<file path="config.mk">
export PLATFORM = sky130hd
export DESIGN_NAME = vga_pattern_gen
export DESIGN_NICKNAME = d
export VERILOG_FILES = /design/src/rtl/vga_pattern_gen.sv
export SDC_FILE = /design/constraint.sdc
export NUM_CORES = 1
export LEC_CHECK = 0
export CAP_MARGIN = 10
export CORE_MARGIN = 2
export CORE_UTILIZATION = 35
export DETAILED_ROUTE_END_ITERATION = 10
export PLACE_DENSITY = 0.62
export SETUP_SLACK_MARGIN = 0.5
export SLEW_MARGIN = 40
export SYNTH_ARGS = -nofsm -noshare
export SYNTH_HDL_FRONTEND = slang
export SYNTH_SLANG_ARGS = --single-unit
</file>
<file path="constraint.sdc">
create_clock -name CLK50MHZ -period 2.75 [get_ports CLK50MHZ]
set_input_delay 0.825 -clock CLK50MHZ [delete_from_list [all_inputs] [get_ports CLK50MHZ]]
set_output_delay 0.825 -clock CLK50MHZ [all_outputs]
set_load 0.01 [all_outputs]
</file>
<file path="src/rtl/vga_pattern_gen.sv">
`timescale 1ns/1ps
// vga_pattern_gen: VGA timing generator with a button-selected solid colour.
// Two debounced buttons step a colour index forward/backward. A step is held
// pending until the first pixel of the next frame, so a frame never tears.
// Optional feature macro VGA_BARS_EN adds one extra index after the palette
// that shows 8 vertical colour bars.
// Pending-step handshake: a debounced rising level is a one-cycle request. It
// is captured into the pending state with no back-pressure. The pending state
// is consumed and cleared on the pixel enable at (h_cnt=0, v_cnt=0).
module vga_pattern_gen #(
  parameter int COLOR_W    = 4,
  parameter int NUM_COLORS = 8,
  parameter int PIX_DIV    = 2,
  parameter int DEB_CYCLES = 500_000,
  parameter int H_VIS      = 640,
  parameter int H_FP       = 16,
  parameter int H_SYNC     = 96,
  parameter int H_BP       = 48,
  parameter int V_VIS      = 480,
  parameter int V_FP       = 10,
  parameter int V_SYNC     = 2,
  parameter int V_BP       = 33
) (
  input  logic               CLK50MHZ,
  input  logic               RST,
  input  logic               BTN_NEXT,
  input  logic               BTN_PREV,
  output logic [COLOR_W-1:0] VGA_R,
  output logic [COLOR_W-1:0] VGA_G,
  output logic [COLOR_W-1:0] VGA_B,
  output logic               VGA_HSYNC,
  output logic               VGA_VSYNC
);

  localparam int H_TOTAL = H_VIS + H_FP + H_SYNC + H_BP;
  localparam int V_TOTAL = V_VIS + V_FP + V_SYNC + V_BP;
  // One spare count of headroom so the sync end bound always fits.
  localparam int HW      = $clog2(H_TOTAL + 1);
  localparam int VW      = $clog2(V_TOTAL + 1);
  localparam int DIV_W   = (PIX_DIV > 1) ? $clog2(PIX_DIV) : 1;
  localparam int DEB_W   = $clog2(DEB_CYCLES + 1);
`ifdef VGA_BARS_EN
  localparam int IDX_W   = 4;
  localparam int LAST    = NUM_COLORS;
  localparam int BAR_W   = H_VIS / 8;
`else
  localparam int IDX_W   = 3;
  localparam int LAST    = NUM_COLORS - 1;
`endif

  localparam logic [HW-1:0]    H_LAST_C   = HW'(H_TOTAL - 1);
  localparam logic [HW-1:0]    H_VIS_C    = HW'(H_VIS);
  localparam logic [HW-1:0]    HS_BEG_C   = HW'(H_VIS + H_FP);
  localparam logic [HW-1:0]    HS_END_C   = HW'(H_VIS + H_FP + H_SYNC);
  localparam logic [VW-1:0]    V_LAST_C   = VW'(V_TOTAL - 1);
  localparam logic [VW-1:0]    V_VIS_C    = VW'(V_VIS);
  localparam logic [VW-1:0]    VS_BEG_C   = VW'(V_VIS + V_FP);
  localparam logic [VW-1:0]    VS_END_C   = VW'(V_VIS + V_FP + V_SYNC);
  localparam logic [DIV_W-1:0] DIV_LAST_C = DIV_W'(PIX_DIV - 1);
  localparam logic [DEB_W-1:0] DEB_LAST_C = DEB_W'(DEB_CYCLES - 1);
  localparam logic [IDX_W-1:0] LAST_C     = IDX_W'(LAST);

  typedef enum logic [1:0] {
    PEND_NONE = 2'd0,
    PEND_NEXT = 2'd1,
    PEND_PREV = 2'd2
  } pend_t;

  logic [DIV_W-1:0] r_div;
  logic [HW-1:0]    r_h;
  logic [VW-1:0]    r_v;
  logic [1:0]       r_sync1;   // bit 0 = next, bit 1 = prev
  logic [1:0]       r_sync2;
  logic [1:0]       r_acc;
  logic [DEB_W-1:0] r_deb [2];
  pend_t            r_pend;
  pend_t            w_pend_next;
  logic [IDX_W-1:0] r_idx;
  logic [IDX_W-1:0] w_idx_step;
  logic [IDX_W-1:0] w_idx_eff;
  logic [1:0]       w_rise;
  logic [2:0]       w_c;
  logic             w_pix_en;
  logic             w_h_wrap;
  logic             w_v_wrap;
  logic             w_frame_pos;
  logic             w_vis;
  logic             w_hs;
  logic             w_vs;

  assign w_pix_en    = (r_div == DIV_LAST_C);
  assign w_h_wrap    = (r_h == H_LAST_C);
  assign w_v_wrap    = (r_v == V_LAST_C);
  assign w_frame_pos = (r_h == '0) && (r_v == '0);

  // Pixel-rate divider: wraps at PIX_DIV-1, enable on the wrap count.
  always_ff @(posedge CLK50MHZ or posedge RST) begin
    if (RST)           r_div <= '0;
    else if (w_pix_en) r_div <= '0;
    else               r_div <= r_div + 1'b1;
  end

  // Horizontal/vertical position counters, advanced once per pixel.
  always_ff @(posedge CLK50MHZ or posedge RST) begin
    if (RST) begin
      r_h <= '0;
      r_v <= '0;
    end else if (w_pix_en) begin
      if (w_h_wrap) begin
        r_h <= '0;
        r_v <= w_v_wrap ? '0 : r_v + 1'b1;
      end else begin
        r_h <= r_h + 1'b1;
      end
    end
  end

  // Button synchronisers and debouncers: accept a level after it has
  // differed from the accepted level for DEB_CYCLES consecutive clocks.
  always_ff @(posedge CLK50MHZ or posedge RST) begin
    if (RST) begin
      r_sync1 <= '0;
      r_sync2 <= '0;
      r_acc   <= '0;
      for (int i = 0; i < 2; i++) r_deb[i] <= '0;
    end else begin
      r_sync1 <= {BTN_PREV, BTN_NEXT};
      r_sync2 <= r_sync1;
      for (int i = 0; i < 2; i++) begin
        if (r_sync2[i] != r_acc[i]) begin
          if (r_deb[i] == DEB_LAST_C) begin
            r_acc[i] <= r_sync2[i];
            r_deb[i] <= '0;
          end else begin
            r_deb[i] <= r_deb[i] + 1'b1;
          end
        end else begin
          r_deb[i] <= '0;
        end
      end
    end
  end

  // Accepted-level 0->1 detection, one cycle wide, on the accepting clock.
  always_comb begin
    w_rise = '0;
    for (int i = 0; i < 2; i++)
      w_rise[i] = r_sync2[i] && !r_acc[i] && (r_deb[i] == DEB_LAST_C);
  end

  // Pending-step state register.
  always_ff @(posedge CLK50MHZ or posedge RST) begin
    if (RST) r_pend <= PEND_NONE;
    else     r_pend <= w_pend_next;
  end

  // Pending-step next state: cleared at frame start, newest step wins,
  // simultaneous steps on both buttons leave it alone.
  always_comb begin
    w_pend_next = r_pend;
    if (w_pix_en && w_frame_pos) w_pend_next = PEND_NONE;
    if (w_rise[0] && !w_rise[1])      w_pend_next = PEND_NEXT;
    else if (w_rise[1] && !w_rise[0]) w_pend_next = PEND_PREV;
  end

  // Index after applying the pending step, wrapping between LAST and 0.
  always_comb begin
    w_idx_step = r_idx;
    case (r_pend)
      PEND_NEXT: w_idx_step = (r_idx == LAST_C) ? '0 : r_idx + 1'b1;
      PEND_PREV: w_idx_step = (r_idx == '0) ? LAST_C : r_idx - 1'b1;
      default:   w_idx_step = r_idx;
    endcase
  end

  // Colour index register, updated only on the first pixel of a frame.
  always_ff @(posedge CLK50MHZ or posedge RST) begin
    if (RST)                          r_idx <= '0;
    else if (w_pix_en && w_frame_pos) r_idx <= w_idx_step;
  end

  // Pixel (0,0) already uses the new index so the whole frame matches.
  always_comb begin
    w_idx_eff = w_frame_pos ? w_idx_step : r_idx;
    w_vis     = (r_h < H_VIS_C) && (r_v < V_VIS_C);
    w_hs      = !((r_h >= HS_BEG_C) && (r_h < HS_END_C));
    w_vs      = !((r_v >= VS_BEG_C) && (r_v < VS_END_C));
`ifdef VGA_BARS_EN
    w_c       = (w_idx_eff == LAST_C) ? 3'(r_h / HW'(BAR_W)) : w_idx_eff[2:0];
`else
    w_c       = w_idx_eff;
`endif
  end

  // Registered outputs, one pixel enable behind the counters.
  always_ff @(posedge CLK50MHZ or posedge RST) begin
    if (RST) begin
      VGA_R     <= '0;
      VGA_G     <= '0;
      VGA_B     <= '0;
      VGA_HSYNC <= 1'b1;
      VGA_VSYNC <= 1'b1;
    end else if (w_pix_en) begin
      VGA_R     <= (w_vis && w_c[2]) ? {COLOR_W{1'b1}} : '0;
      VGA_G     <= (w_vis && w_c[1]) ? {COLOR_W{1'b1}} : '0;
      VGA_B     <= (w_vis && w_c[0]) ? {COLOR_W{1'b1}} : '0;
      VGA_HSYNC <= w_hs;
      VGA_VSYNC <= w_vs;
    end
  end

endmodule
</file>
==> results of run 1 <==
kinds of logic after synthesis:
family,share of synthesized area (%)
flip-flops,46.9
XOR/XNOR,8.09
multiplexers,1.84
AO/OA/AOI/OAI,7.87
AND/OR/NAND/NOR,25.2
adder cells (fa/ha/maj),4.87
buffers and inverters,5.15
power by group through the flow:
stage / logic (µW) / registers [µW] / clock network (µW)
finish: 58.1 / 1120 / 1130
global route: 67.9 / 1120 / 1220
CTS: 61.3 / 1120 / 1170
detailed placement: 60.7 / 1140 / 0
global placement: 59.5 / 1140 / 0
floorplan: 38.8 / 1140 / 0
metal layers:
layer,track usage [%],up-vias
met2,21.1,43
met4,5.67,0
met3,3.83,6
met5,0,-
met1,17.3,1440
li1,-,1507
cells in the final DEF, fill, tap and decap left out, drive strengths merged, types with 12 or more instances in the layout:
| cell type | n |
|---|---|
| dfrtp | 73 |
| xor2 | 21 |
| inv | 21 |
| nor3 | 12 |
| o21ai | 18 |
| nor2 | 43 |
| ha | 14 |
| nand4 | 20 |
| nand3 | 21 |
| a21oi | 14 |
| clkdlybuf4s50 | 16 |
| clkbuf | 13 |
| nand2 | 28 |
| xnor2 | 16 |
stage by stage:
stage | cell area (µm²) | instances | util [%] | power [µW] | hold slack [ns]
4_1_cts | 4580 | 574 | 40.6 | 2360 | 0.347
5_1_grt | 4580 | 574 | 40.7 | 2410 | 0.351
2_1_floorplan | 4010 | 415 | - | 1180 | 0.331
3_3_place_gp | 4290 | 560 | 38.1 | 1200 | 0.335
6_report | 4580 | 574 | 40.7 | 2310 | 0.345
3_5_place_dp | 4290 | 560 | 38.1 | 1200 | 0.335
final cells by class:
cell class / instances / area share, %
well taps: 143 / 3.90
clock buffers: 13 / 6.11
inverters: 22 / 1.88
repair buffers: 23 / 4.94
flip-flops and latches: 75 / 41.0
clock inverters: 1 / 0.164
multi-input cells: 297 / 42.0
worst max path at each step:
stage | cells past startpoint | end | from | slack [ns]
6_report | 1 | VGA_VSYNC | VGA_VSYNC | 0.54
5_1_grt | 4 | VGA_R[2] | r_h[6] | 0.50
4_1_cts | 1 | VGA_VSYNC | VGA_VSYNC | 0.51
3_5_place_dp | 4 | r_idx[0] | r_h[6] | 0.61
3_3_place_gp | 4 | r_pend[0] | r_deb[11] | 0.67
2_1_floorplan | 4 | r_pend[0] | r_deb[11] | 0.72
sequential cells by signal, summed over array words and instances, names as in the netlist:
register and count:
VGA_B 1, VGA_G 1, VGA_HSYNC 1, VGA_R 1
VGA_VSYNC 1, r_acc 2, r_deb 38, r_div 1
r_h 10, r_idx 3, r_pend 2, r_sync1 2
r_sync2 2, r_v 10
==> impl_results.md, run 1 <==
- Vias per cell: 5.22
- Routed wl met2: 3.64 mm
- Area of the multi-input gates: roughly 1900 µm²
- Sequential power share: between 40 and 50%
- Area leader, netlist: dfrtp_1
- Largest net degree at the start of global routing: between 70 and 80
- Worst hold path type: reg -> reg
- Met1 WL: 3.78 mm
- Sequential Area: 1880 µm²
- Power density cells: 504 nW/µm²
- Fillers: 1078
- FMAX: approximately 450 MHz
- CTS tree: done
- Antenna diodes: 0
- Met3 wire len: 260 µm
- Clock slew at reported path FFs: 0.06 ns
- DR top layer: met4
- Chip height: 111 µm
- Slew Limit Fails: 0
- Final setup vio count: 0
- Resized Gates After CTS: 1
- I/O pins: 18
- FFs w/ async S/R, synth: 100%
- Rows: 39
- Slowest cell on crit path: dfstp_2
- Remaining antenna violation count: 0
- Flops & latches, synth: 75
- Comb pwr share: 2.5%
- Clock skew: 0.00941 ns
- Skew-Pair Late Insertion Delay: around 0.34 ns
- Top cells by area, synth: dfrtp_1 46%, xor2_1 4.6%, ha_1 4.4%, nor2_1 4.0%, xnor2_1 3.5%
- Max incr delay on CP: 0.53 ns
- Netlist Area Pre-Place: around 4000 µm²
- Initial Util: 35.5%
- Clock buffer depth: 2
- EDFF count, synth: 0
- Growth of design area from synthesis to finish: 14.5%
- Critical path required time: 1.93 ns
- Sw Ratio: between 20% and 30%
- WL per Instance: 13.5 µm
- Worst hold start: r_sync1[1]
- Post-synthesis cell type count: 50
- Post-route minimum period: around 2.2 ns
- Rel. slew slack: 69.1%
- TNS Setup: 0 ns
- RSZ-0062 raised after global routing: true
- Worst Hold End: r_sync2[1]
- Ratio of cells with drive above 1 in the final layout: under 10%
- Yosys top cell area share: 45.6%
- Crit Reg-Reg Endpoint: VGA_R[2]
- Drt pass-1 iters: 4
- Status: finished, final reports clean
- Period utilisation layout: 80.5%
- LEAKAGE: 0.00188 µW
- P_sw: 477 µW
- Hold-fix buffers, CTS: 0
- Register area share after synthesis: 46.9%
- Final #Nets: approximately 450
- Setup WS pre-CTS: roughly 0.61 ns
- # H-tree levels: 3
- Top delay family on crit path: flip-flops
- CTS Sinks: between 70 and 80
- 1st-iter DRT viols: around 190
- GRT Util Overall: 13.4%
- Syn Inst Count: ~420
- DR vias: ~3k
- Final hold viol count: 0
- Vias in the first global route: 2913
- Core Footprint: ~11000 µm²
- Worst path arrival time: around 1.4 ns
- Slew @ Worst Pin: approximately 0.46 ns
- Die ar.: 12300 µm²
- PortBufs: 17
- Bufs and invs on worst path: 1
- Synthesized area per cell: a little under 10 µm²
- Syn_nets: approximately 430
- Startpoint types: flip-flop
- Detailed placer's ending HPWL: 5.32 mm
- Initial antenna violation count: 0
- Max-Cap Viols: 0
- Placer Congestion: 0.801
- Final wirelength: 7.74 mm
- Reg2reg path depth: 4
- Crit-path cells: clkdlybuf4s50_1
- Global-route wire length before repair: 13.6 mm
- Drt drc: 0
- Endpoint class of the critical path: primary output
- R2r setup slk: 0.59 ns
- Final WS setup: 0.536 ns
- DIE WIDTH: around 110 µm
- CTS root buffer: clkbuf_16
- Syn. warnings: 0
- Main synth FF type: dfrtp_1
- Setup bufs post-CTS: 0
- Num CTS Buffers: 9
- Worst r2r src: r_h[6]
- Crit path kind: reg -> out
- Top cells by count, synth: 73 x dfrtp_1, 43 x nor2_1, 28 x nand2_1
- Worst-path fanout max: 2
- Grt ovf: 0
- Peak VDD IR: between 400 and 500 µV
- Clock network power share: 48.8%
- Pint: 1830 µW
- Count leader, synth: dfrtp_1
- Hold Crit Depth: 0
Power figures use the tool's default switching activity.
==> inputs of run 2 (changes only) <==
PLACE_DENSITY = 0.6   (was 0.62)
clock period = 2.1 ns   (was 2.75 ns; I/O delays follow)
==> impl_results.md, run 2 (synthesis results as in run 1) <==
- Placement Cell Area: 4480 µm² (was 4290 µm²)
- Clock slew at reported path FFs: 0.06 ns (about the same)
- Antenna diodes: 0 (unchanged)
- Top reg by flops: r_deb (unchanged)
- Pint: 2700 µW (was 1830 µW)
- Growth of design area from synthesis to finish: 43.0% (was 14.5%)
- PortBufs: 17 (unchanged)
- Sequential power share: 43.6% (was 48.6%)
- Final wirelength: 9.44 mm (was 7.74 mm)
- Global-route wire length before repair: 15.7 mm (was 13.6 mm)
- Placer Congestion: 0.884 (was 0.801)
- Clock buffer depth: 2 (unchanged)
- Final setup vio count: 0 (unchanged)
- Worst r2r src: r_deb[11] (was r_h[6])
- Largest register FFs: 38 (unchanged)
- Status: finished, final reports clean (unchanged)
- Comb pwr share: 3.4% (was 2.5%)
- CTS tree: done (unchanged)
- Clock network power share: 52.9% (was 48.8%)
- Post-route minimum period: 1.96 ns
- Endpoint class of the critical path: flip-flop (was primary output)
- Clock skew: 0.00506 ns (was 0.00941 ns)
- Rel. slew slack: 69.2% (was 69.1%)
- Crit path kind: reg -> reg (was reg -> out)
- GRT Util Overall: 15.6% (was 13.4%)
- I/O pins: 18 (unchanged)
- Startpoint types: flip-flop (unchanged)
- Peak VDD IR: 392 µV (was 458 µV)
- Most common cell after layout, fill and taps aside: dfrtp_1 (unchanged)
- LEAKAGE: 0.00249 µW (was 0.00188 µW)
- R2r setup slk: 0.14 ns (was 0.59 ns)
- Worst-path fanout max: 3 (was 2)
- Grt ovf: 0 (unchanged)
- Num CTS Buffers: 9 (unchanged)
- Hold Crit Depth: 0 (unchanged)
- Commonest cells after routing, fill and taps aside: 65 x dfrtp_1, 52 x buf_4, 40 x nor2_1 (was 73 x dfrtp_1, 43 x nor2_1, 28 x nand2_1)
- Slew Limit Fails: 0 (unchanged)
- Drt pass-1 iters: 4 (unchanged)
- Met2 Use GR: 25.8% (was 21.1%)
- Slew @ Worst Pin: 0.460 ns (was 0.464 ns)
- DR vias: 3401 (was 2996)
- P_sw: 671 µW (was 477 µW)
- Period utilisation layout: 93.2%
- Chip height: 111 µm (unchanged)
- Crit. Startpoint: r_deb[11] (was VGA_VSYNC)
- # H-tree levels: 3 (unchanged)
- Ratio of cells with drive above 1 in the final layout: 35.7% (was 7.42%)
- DIE WIDTH: 111 µm (unchanged)
- Largest net degree at the start of global routing: 30 (was 76)
- Met3 Use GR: 4.43% (was 3.83%)
- RSZ-0062 raised after global routing: true (unchanged)
- Crit path to: r_pend[0] (was VGA_VSYNC)
- CTS root buffer: clkbuf_16 (unchanged)
- Grt met1 use: 18.7% (was 17.3%)
- Power density cells: 589 nW/µm² (was 504 nW/µm²)
- Final hold viol count: 0 (unchanged)
- CTS Sinks: 75 (unchanged)
- Reg2reg path depth: 4 (unchanged)
- Worst path arrival time: 2.18 ns (was 1.39 ns)
- Sw Ratio: 19.9% (was 20.6%)
- Critical path required time: 2.33 ns (was 1.93 ns)
- 1st-iter DRT viols: 208 (was 191)
- Final instance area: 5730 µm² (was 4580 µm²)
- Initial antenna violation count: 0 (unchanged)
- Hold-fix buffers, CTS: 0 (unchanged)
- Skew-Pair Late Insertion Delay: 0.34 ns (about the same)
- PnR Total Power: 3370 µW (was 2310 µW)
- WL per Instance: 14.5 µm (was 13.5 µm)
- FMAX: slightly above 500 MHz
- Worst hold path type: reg -> reg (unchanged)
- Min Hold Slack: 0.347 ns (was 0.345 ns)
- Detailed placer's ending HPWL: 5.75 mm (was 5.32 mm)
- TNS Setup: 0 ns (unchanged)
- GRT Max-Usage Layer: met2 (unchanged)
- Initial Util: 35.5% (unchanged)
- Crit Reg-Reg Endpoint: r_pend[0] (was VGA_R[2])
- Remaining antenna violation count: 0 (unchanged)
- Largest regs: r_deb x38, r_h x10, r_v x10 (unchanged)
- Die ar.: 12300 µm² (unchanged)
- Vias in the first global route: 3423 (was 2913)
- Drt drc: 0 (unchanged)
- Max-Cap Viols: 0 (unchanged)
- Final #Nets: 520 (was 446)
- Core Footprint: 11300 µm² (unchanged)
- Vias per cell: 5.23 (was 5.22)
- Rows: 39 (unchanged)
[run 2: layout make-up]
class	instances	area, µm²
well taps	143	179
clock inverters	5	100
inverters	22	86.3
flip-flops and latches	75	1890
multi-input cells	297	2290
clock buffers	11	243
fillers	1015	5550
repair buffers	97	933
[run 2: worst min-delay path by stage]
stage	start	endpoint	slack, ns
floorplan	r_sync1[0]	r_sync2[0]	0.33
global placement	r_sync1[1]	r_sync2[1]	0.33
detailed placement	r_sync1[1]	r_sync2[1]	0.33
CTS	r_sync1[1]	r_sync2[1]	0.35
global route	r_sync1[0]	r_sync2[0]	0.36
finish	r_sync1[1]	r_sync2[1]	0.35
[run 2: power groups by stage]
stage / Sequential (µW) / Clock (µW) / Combinational (µW)
after floorplan: 1490 / 0 / 53.2
final: 1470 / 1780 / 116
after detailed placement: 1500 / 0 / 91.0
after global placement: 1500 / 0 / 89.8
after CTS: 1470 / 1820 / 104
after global routing: 1470 / 1900 / 132
[run 2: critical path: stages (launching register included)]
cell and delay, ns:
dfrtp_1 0.37, or4_1 0.51, or3_4 0.35, or3_1 0.32, maj3_2 0.29
[run 2: per-layer routing]
layer	vias to the layer above	part of all wire, %
met5	-	0
met4	0	1.6
met1	1671	44
met3	14	3.4
met2	73	51
li1	1643	-
[run 2: metrics by stage]
stage	cells	utilization (%)	setup WS, ns
final	650	50.8	0.143
after global routing	650	50.8	0.0837
after CTS	630	47.2	0.150
after detailed placement	567	39.7	0.0827
after global placement	567	39.7	0.112
after floorplan	415	-	0.0841
[run 2: repair_timing]
item / CTS / global route
gates resized for setup: 96 / 67
endpoints found under the setup margin: 74 / 71
buffers inserted: 47 / 18
pin swaps: 11 / 19
gates cloned: 0 / 2
